===== src/rtl/press_classifier.sv =====
// Classifies conditioned button presses into short and long presses.
// Long presses can optionally auto-repeat the long pulse while the button stays held.
module press_classifier #(
  parameter int MIN_CYCLES    = 3,
  parameter int LONG_CYCLES   = 100,
  parameter int REPEAT_CYCLES = 0,
  parameter int CNT_W         = 8
) (
  input  logic       clk,
  input  logic       rst_n,
  input  logic       button,
  output logic       short_pulse,
  output logic       long_pulse,
  output logic       held,
  output logic [1:0] state_dbg
);

  typedef enum logic [1:0] {
    IDLE      = 2'b00,
    PRESSED   = 2'b01,
    LONG_HELD = 2'b10,
    UNUSED    = 2'b11
  } state_t;

  localparam logic [CNT_W-1:0] MIN_C    = CNT_W'(MIN_CYCLES);
  localparam logic [CNT_W-1:0] LONG_C   = CNT_W'(LONG_CYCLES);
  localparam logic [CNT_W-1:0] REPEAT_C = CNT_W'(REPEAT_CYCLES);
  localparam logic             REPEAT_EN = (REPEAT_CYCLES > 0);

  state_t           state_q, state_d;
  logic [CNT_W-1:0] hold_cnt_q, hold_cnt_d;
  logic [CNT_W-1:0] rep_cnt_q, rep_cnt_d;
  logic             short_d, long_d;

  // Saturating increment keeps the counters from ever wrapping.
  function automatic logic [CNT_W-1:0] inc_sat(input logic [CNT_W-1:0] v);
    if (v == {CNT_W{1'b1}}) return v;
    else                    return v + CNT_W'(1);
  endfunction

  always_comb begin
    state_d    = state_q;
    hold_cnt_d = hold_cnt_q;
    rep_cnt_d  = rep_cnt_q;
    short_d    = 1'b0;
    long_d     = 1'b0;
    case (state_q)
      IDLE: begin
        if (button) begin
          state_d    = PRESSED;
          hold_cnt_d = CNT_W'(1);
        end
      end
      PRESSED: begin
        if (button) begin
          hold_cnt_d = inc_sat(hold_cnt_q);
          if (hold_cnt_d == LONG_C) begin
            state_d   = LONG_HELD;
            long_d    = 1'b1;
            rep_cnt_d = '0;
          end
        end else begin
          short_d    = (hold_cnt_q >= MIN_C);
          state_d    = IDLE;
          hold_cnt_d = '0;
        end
      end
      LONG_HELD: begin
        // hold_cnt stays frozen at LONG_CYCLES here; only rep_cnt advances.
        if (button) begin
          if (REPEAT_EN) begin
            if (inc_sat(rep_cnt_q) == REPEAT_C) begin
              long_d    = 1'b1;
              rep_cnt_d = '0;
            end else begin
              rep_cnt_d = inc_sat(rep_cnt_q);
            end
          end
        end else begin
          state_d    = IDLE;
          hold_cnt_d = '0;
          rep_cnt_d  = '0;
        end
      end
      default: begin
        state_d    = IDLE;
        hold_cnt_d = '0;
        rep_cnt_d  = '0;
      end
    endcase
  end

  always_ff @(posedge clk or negedge rst_n) begin
    if (!rst_n) begin
      state_q     <= IDLE;
      hold_cnt_q  <= '0;
      rep_cnt_q   <= '0;
      short_pulse <= 1'b0;
      long_pulse  <= 1'b0;
      held        <= 1'b0;
    end else begin
      state_q     <= state_d;
      hold_cnt_q  <= hold_cnt_d;
      rep_cnt_q   <= rep_cnt_d;
      short_pulse <= short_d;
      long_pulse  <= long_d;
      held        <= (state_d != IDLE);
    end
  end

  assign state_dbg = state_q;

endmodule


===== config.mk =====
export PLATFORM = sky130hd
export DESIGN_NAME = press_classifier
export DESIGN_NICKNAME = d
export VERILOG_FILES = /design/src/rtl/press_classifier.sv
export SDC_FILE = /design/constraint.sdc
export NUM_CORES = 1
export LEC_CHECK = 0
export CORE_MARGIN = 2
export CORE_UTILIZATION = 55
export CTS_CLUSTER_SIZE = 14
export DETAILED_ROUTE_END_ITERATION = 7
export HOLD_SLACK_MARGIN = 0.12
export PLACE_DENSITY_LB_ADDON = 0.12
export SETUP_SLACK_MARGIN = 0.15
export SYNTH_ARGS = -nofsm -noshare
export SYNTH_HDL_FRONTEND = slang
export SYNTH_SLANG_ARGS = --single-unit

===== constraint.sdc =====
create_clock -name clk -period 2.4 [get_ports clk]
set_clock_uncertainty 0.1 [all_clocks]
set_input_delay 0.24 -clock clk [delete_from_list [all_inputs] [get_ports clk]]
set_output_delay 0.24 -clock clk [all_outputs]
set_load 0.02 [all_outputs]

==> flow_summary.toml, run 1 <==
[worst_setup_path]
worstPathMaxFanout = 12
cpPeakStageDelay_ns = 0.51
cp_top_family = "flip-flops"
worstPathCellList = "ha_1 > nand3_1 > o21ai_0 > o31a_1 > o21ai_1"
cpMaxStageDelayCell = "dfrtp_1"
crit_buf_inv = 0
start_kind = "register"
required_ns = 2.47
cp-end-kind = "register"
critical_path_class = "reg2reg"
worstPathArrival_ns = 1.99

[placed_design]
dp_hpwl_um = 1480
io_buffers = 7
gp_congestion = 0.924
placed_area_um2 = 961

[sta]
slew_headroom = 0.606
hold_ws_ns = 0.233
tightest_slew_ns = 0.590
min_period_ns = 1.92
max_freq_ghz = 0.520
finalHoldViolCount = 0
rsz0062_at_grt = "no"
slew_viol_final = 0
fin_crit_sh = 0.801
setup_viol = 0
fin_setup_tns_ns = 0

[synth]
synth-edff-count = 0
synth_mux_area_frac = 0
netlist_top_cells_area = "dfrtp_1 36%, nand2_1 6.2%, a21oi_1 4.4%"
synth-adder-area-share = 0.0138
synth_top_area_frac = 0.358
ys.flop_type = "dfrtp_1"
async_reset_ff_frac = 1.00
ys_seq_elements = 13
syn_nets = 114
synth_cell_types = 39
syn_area_um2 = 908
synth.avg_cell_area_um2 = 8.26
synth-simple-area-share = 0.293
synth_commonest_cells = "15 x nand2_1, 13 x dfrtp_1, 8 x a21oi_1, 8 x o21ai_0"
yosys.area_share.xor_xnor = 0.00964
syn_inst = 110
yosysTopAreaCell = "dfrtp_1"
synth_warnings = 0
synth_compound_area_frac = 0.259
synth.most_common_cell = "nand2_1"
synth_top_family_by_area = "simple AND/OR/NAND/NOR gates"
synth.yosys.seq_area_share = 0.358

[run_status]
outcome = "complete, no violations"

[pwr]
p_int_uw = 318
sequentialPowerShare = 0.535
powerDensity_nw_per_um2 = 458
p_leak_nw = 0.384
netSwitchingFraction = 0.299
p_clk_frac = 0.307
peakVddDrop_mv = 0.475
p_switching_uw = 135
fin_total_pwr_uw = 453
combPwrFrac = 0.158

[cts]
cts_tree = "built"
clk_latency_ns = 0.27
postCtsHoldBufs = 0
numCtsBuffers = 3
post_cts_buffers = 0
cts_root_buffer = "clkbuf_4"
path_clk_slew_ns = 0.09
cts.sinks = 13
htree_levels = 1
cts_resized = 0
cts.path.max_buffers = 2

[cells_and_area]
drive_gt1_frac = 0.0796
area_growth_pct = 8.82
fillers = 119
final_area_um2 = 988
num_antenna_cells = 0
nNetsFinal = 118

[global_routing]
track_usage = 0.248
grt_pass1_wl_um = 3530
grt_max_degree = 14
grt_pass1_vias = 722
gr-total-overflow = 0
antenna_found_initial = 0

[routing]
dr.pass1.iters = 4
drt-met1-wl_um = 969
wl_met3_um = 129
route.antenna.remaining_nets = 0
wl_per_cell_um = 16.0
via_count = 826
dr.first_iter.drc_count = 26
wl_met2_um = 939
vias_per_cell = 6.40
highest_layer = "met4"
drc = 0
drt-total-wl_um = 2060

[floorplan]
initial_core_util = 0.596
die_y_um = 44.6
pin_count = 8
num_rows = 14
dieArea_um2 = 1990
core_area_um2 = 1520
die_w_um = 44.6

[hold_path]
min-delay-path-class = "in2async"

[flow_run]
cap_violations = 0
## sequential cells by signal, summed over array words and instances (netlist names)
signal and flops:
held 1, short_pulse 1, state_dbg 2, long_pulse 1, hold_cnt_q 8
## worst paths after layout
check,slack (ns),startpoint,endpoint,cells past startpoint
hold reg to reg,0.56,hold_cnt_q[4],hold_cnt_q[4],2
setup / recovery,0.48,hold_cnt_q[0],hold_cnt_q[3],5
max in group asynchronous,1.58,rst_n,hold_cnt_q[2],1
setup reg to reg,0.48,hold_cnt_q[0],hold_cnt_q[3],5
min in group clk,0.56,hold_cnt_q[4],hold_cnt_q[4],2
hold / removal,0.23,rst_n,state_dbg[0],1
## layout make-up
cell class / count / area (um^2) / share of cell area
clock buffers: 3 / 22.5 / 0.0228
clock inverters: 1 / 5.00 / 0.00506
flip-flops and latches: 13 / 325 / 0.329
well taps: 16 / 20.0 / 0.0203
multi-input cells: 85 / 523 / 0.529
inverters: 2 / 7.51 / 0.00759
repair buffers: 9 / 85.1 / 0.0861
## kinds of logic after synthesis
| kind of cell | after synthesis |
|---|---|
| fa+ha+maj | 1 |
| compound gates | 35 |
| flops | 13 |
| buf+inv | 12 |
| xor+xnor | 1 |
| simple gates | 48 |
## routing by layer
layer  global-route usage  vias to the layer above
met2                0.362                       31
li1                     -                      413
met3               0.0367                        2
met1                0.363                      380
met4                0.103                        0
met5                    0                        -
## layout by cell type, fill, tap and decap left out, types with 2 or more instances in the layout
master           instances
a21oi_1                  8
and3_1                   4
buf_4                    2
clkbuf_4                 3
clkdlybuf4s50_1          7
dfrtp_1                 13
inv_1                    2
nand2_1                 15
nand3_1                  5
nand4_1                  2
nor2_1                   5
nor2b_1                  3
nor3_1                   3
o211ai_1                 2
o21a_1                   2
o21ai_0                  8
o21ai_1                  3
o311a_1                  2
o31a_1                   2
o31ai_1                  2
## metrics by stage
stage / utilization / cells / setup WS [ns]
floorplan: - / 110 / 0.683
global placement: 0.631 / 125 / 0.624
detailed placement: 0.631 / 125 / 0.552
CTS: 0.649 / 129 / 0.530
global route: 0.649 / 129 / 0.326
finish: 0.649 / 129 / 0.477
## power by group through the flow
stage	logic (mW)	registers, mW	clock network [mW]
floorplan	0.0542	0.239	0
global placement	0.0704	0.245	0
detailed placement	0.0714	0.246	0
CTS	0.0716	0.241	0.140
global route	0.0800	0.244	0.154
finish	0.0716	0.242	0.139
## worst reg2reg max path, cell delays in order (launching register included)
cell	delay [ns]
dfrtp_1	0.51
ha_1	0.43
nand3_1	0.28
o21ai_0	0.29
o31a_1	0.16
o21ai_1	0.06
Power figures use the tool's default switching activity.
==> run 2: changes to the inputs <==
- clock period: 2.4 -> 1.8 ns (I/O delays scaled with it)
==> run 2 against run 1 <==
  * Via count increased by 11%
  * Cell area increased by 11%
  * Register-to-register slack got worse by 0.36 ns
  * Wire length increased by 12%
  * Setup slack got worse by 0.36 ns
  * Sequential power increased by 30%
  * Largest cell class unchanged
  * Highest routed layer unchanged
==> flow_summary.toml, run 2 (synthesized netlist as in run 1, its figures left out) <==
[cells_and_area]
largest_reg_flops = 8
stdcell_count = 138
final_cell_mix = "15 x nand2_1, 11 x dfrtp_1, 10 x buf_4"
drive_gt1_frac = 0.205
final_area_um2 = 1090
area_growth_pct = 20.2
num_antenna_cells = 0
top_register = "hold_cnt_q"
layout_commonest_cell = "nand2_1"
nNetsFinal = 127

[sta]
min_period_ns = 1.68
fin_crit_sh = 0.933
slew_viol_final = 0
setup_viol = 0
slew_headroom = 0.597
fin_setup_tns_ns = 0
tightest_slew_ns = 0.602
max_freq_ghz = 0.596
rsz0062_at_grt = "yes"
finalHoldViolCount = 0

[cts]
path_clk_slew_ns = 0.08
clk_latency_ns = 0.28
htree_levels = 1
numCtsBuffers = 3
postCtsHoldBufs = 0
cts_root_buffer = "clkbuf_4"
cts_tree = "built"
cts.sinks = 13
cts.path.max_buffers = 2

[global_routing]
gr-total-overflow = 0
grt_pass1_vias = 766
grt_pass1_wl_um = 3660
track_usage = 0.252
grt_max_degree = 18
antenna_found_initial = 0

[worst_setup_path]
worstPathMaxFanout = 3
start_kind = "register"
reg2reg_to = "state_dbg[0]"
cp-end-kind = "register"
ff2ff_setup_slack_ns = 0.12
crit_start = "hold_cnt_q[0]"
worstPathArrival_ns = 1.75
critical_path_class = "reg2reg"
worstRegToRegCells = 3
r2r_start = "hold_cnt_q[0]"
required_ns = 1.87

[pwr]
fin_total_pwr_uw = 632
p_leak_nw = 0.433
peakVddDrop_mv = 0.475
powerDensity_nw_per_um2 = 579

[run_status]
outcome = "complete, no violations"

[floorplan]
die_y_um = 44.6
die_w_um = 44.6
dieArea_um2 = 1990
pin_count = 8
initial_core_util = 0.596
core_area_um2 = 1520
num_rows = 14

[routing]
drt-total-wl_um = 2310
dr.pass1.iters = 4
route.antenna.remaining_nets = 0
via_count = 916
dr.first_iter.drc_count = 40
vias_per_cell = 6.64
drc = 0
wl_per_cell_um = 16.8

[hold_path]
min-delay-path-class = "in2async"

[flow_run]
cap_violations = 0

[placed_design]
gp_congestion = 1.02
placed_area_um2 = 1010
io_buffers = 7
place_inst = 132
dp_hpwl_um = 1550
## run 2: worst max path at each step
stage                         to  slack [ns]  cells past startpoint
floorplan           state_dbg[0]        0.17                      3
global placement    state_dbg[0]        0.16                      3
detailed placement  state_dbg[0]        0.13                      5
CTS                 state_dbg[1]        0.11                      5
global route        state_dbg[0]        0.09                      3
finish              state_dbg[0]        0.12                      3
## run 2: metrics by stage
step / hold WS [ns] / util / setup WS [ns]
after floorplan: -0.216 / - / 0.168
after global placement: 0.486 / 0.665 / 0.161
after detailed placement: 0.498 / 0.665 / 0.127
after CTS: 0.195 / 0.681 / 0.115
after global routing: 0.218 / 0.717 / 0.0873
final: 0.175 / 0.717 / 0.121
## run 2: worst max-delay path, cell delays in order (launching register included)
cell,delay (ns)
dfrtp_1,0.41
ha_2,0.30
or3_4,0.40
o311a_1,0.35
## run 2: metal layers
metal / global-route usage / part of all wire / vias up / wire [um]
met5: 0 / 0 / - / 0
met4: 0.0364 / 0.0078 / 0 / 18
met3: 0.0571 / 0.072 / 4 / 166
met2: 0.371 / 0.48 / 49 / 1100
met1: 0.383 / 0.44 / 435 / 1030
li1: - / - / 428 / -
## run 2: cell type report
| class | count | area, um^2 |
|---|---|---|
| repair buffers | 18 | 154 |
| inverters | 2 | 7.51 |
| fillers | 123 | 432 |
| clock buffers | 4 | 26.3 |
| flip-flops and latches | 13 | 328 |
| multi-input cells | 85 | 557 |
| well taps | 16 | 20.0 |
## run 2: what timing repair did
action | in CTS | in global routing
endpoints found under the setup margin | 5 | 10
resized for setup | 2 | 12
setup buffers | 0 | 2
pin swaps | 0 | 3
## run 2: where the power goes
part | total [mW] | leakage [nW] | switching, mW | internal [mW]
clock network | 0.185 | 0.0150 | 0.0990 | 0.0859
registers | 0.315 | 0.170 | 0.0127 | 0.302
logic | 0.132 | 0.248 | 0.0732 | 0.0590
==> variant: new RTL, settings of run 2 <==
Set the parameter `CNT_W` to 6 (it was 8).
--- a/src/rtl/press_classifier.sv
+++ b/src/rtl/press_classifier.sv
@@ -5,5 +5,5 @@
   parameter int LONG_CYCLES   = 100,
   parameter int REPEAT_CYCLES = 0,
-  parameter int CNT_W         = 8
+  parameter int CNT_W         = 6
 ) (
   input  logic       clk,
Behaviour: same outputs for any inputs over 10 cycles, from zero or initial values and one cycle with rst_n low; that may be too few to reach the edited logic, so the function may still have changed.
==> variant against run 2 <==
Sequential cell count decreased by 2. Routed wire length decreased by 41%. Setup slack improved by 190 ps. Design area decreased by 27%. Synthesized area decreased by 25%. Power decreased by 15%. Worst hold slack got worse by 31 ps. Largest cell class unchanged.
==> variant: results (changes against run 2) <==
metric;value;unit;change
status;finished, final reports clean;;
total global routing track utilization;0.236;;-0.0160
vias in the first global route;528;;-31%
met1 wire length;674;um;-34%
fraction of area in multi-input gates;0.468;;-0.0418
CP max FO;7;;+4
Adder-Cell Fraction of Synth Area;0.0184;;+0.00461
Reg2Reg Depth;5;;+2
Synth cell types;34;;-13%
switching share of power;0.278;;-0.0148
Multi-input comb cells;57;;-33%
Rel. slew slack;0.655;;+0.0579
total number of vias;559;;-39%
Syn Nets;79;;-31%
non-clk buf share;0.117;;-0.0235
Post-DP Area;768;sq um;-24%
XOR/XNOR Fraction of Synth Area;0.0386;;+0.0290
flop-to-flop setup slack;310;ps;+190 ps
RD Place Congestion;0.924;;-9.5%
Mapped Cells;75;;-32%
Initial DRC Count;23;;-43%
met2 wire length;589;um;-47%
fraction of area in registers;0.346;;+0.0457
Compound-Gate Fraction of Synth Area;0.191;;-0.0678
inverters;3;;+1
post-synthesis mux area share;0.0147;;+0.0147
worst vdd ir;561;uV;+18%
WP data arrival;1560;ps;-190 ps
largest cells by area after synthesis;dfrtp_1 (40%), a21oi_1 (5.1%), xnor2_1 (3.9%);;
net count reported at finish;90;;-29%
met1 Track Usage GR;0.338;;-0.0446
WL met3;80;um;-52%
HPWL after DPL;1000;um;-35%
share of layout cells above drive strength 1;0.176;;-0.0284
Clock-cell share;0.0329;;+0.00881
Finished Layout Cells;99;;-28%
count of non-CTS buffers in the layout;10;;-8
Syn. warnings;0;;unchanged
variant: cell types whose count changed after synthesis, sizes merged, moves of 3 or more:
cell	run 2	this run
xnor2	0	3
and3	4	0
clkbuf	4	0
nand2	15	5
o21ai	11	7
nand4	3	0
variant: stage by stage:
step / setup WS [ps] / power, mW / hold slack (ps)
after detailed placement: 187 / 0.372 / 451
after global placement: 195 / 0.370 / 448
after global routing: 220 / 0.571 / 194
after floorplan: 309 / 0.336 / -216
after CTS: 146 / 0.540 / 164
final: 313 / 0.539 / 145
variant: power by group through the flow:
stage	logic [mW]	registers (mW)	clock network (mW)
floorplan	0.0591	0.277	0
global placement	0.0970	0.273	0
detailed placement	0.0988	0.273	0
CTS	0.0995	0.269	0.172
global route	0.113	0.271	0.188
finish	0.100	0.269	0.170
variant: worst max-delay path, stage by stage, from the launching register on:
cell and delay, ps:
dfrtp_1 380, ha_2 240, xnor2_1 150, nor4_2 180, inv_1 120, o21ba_2 200
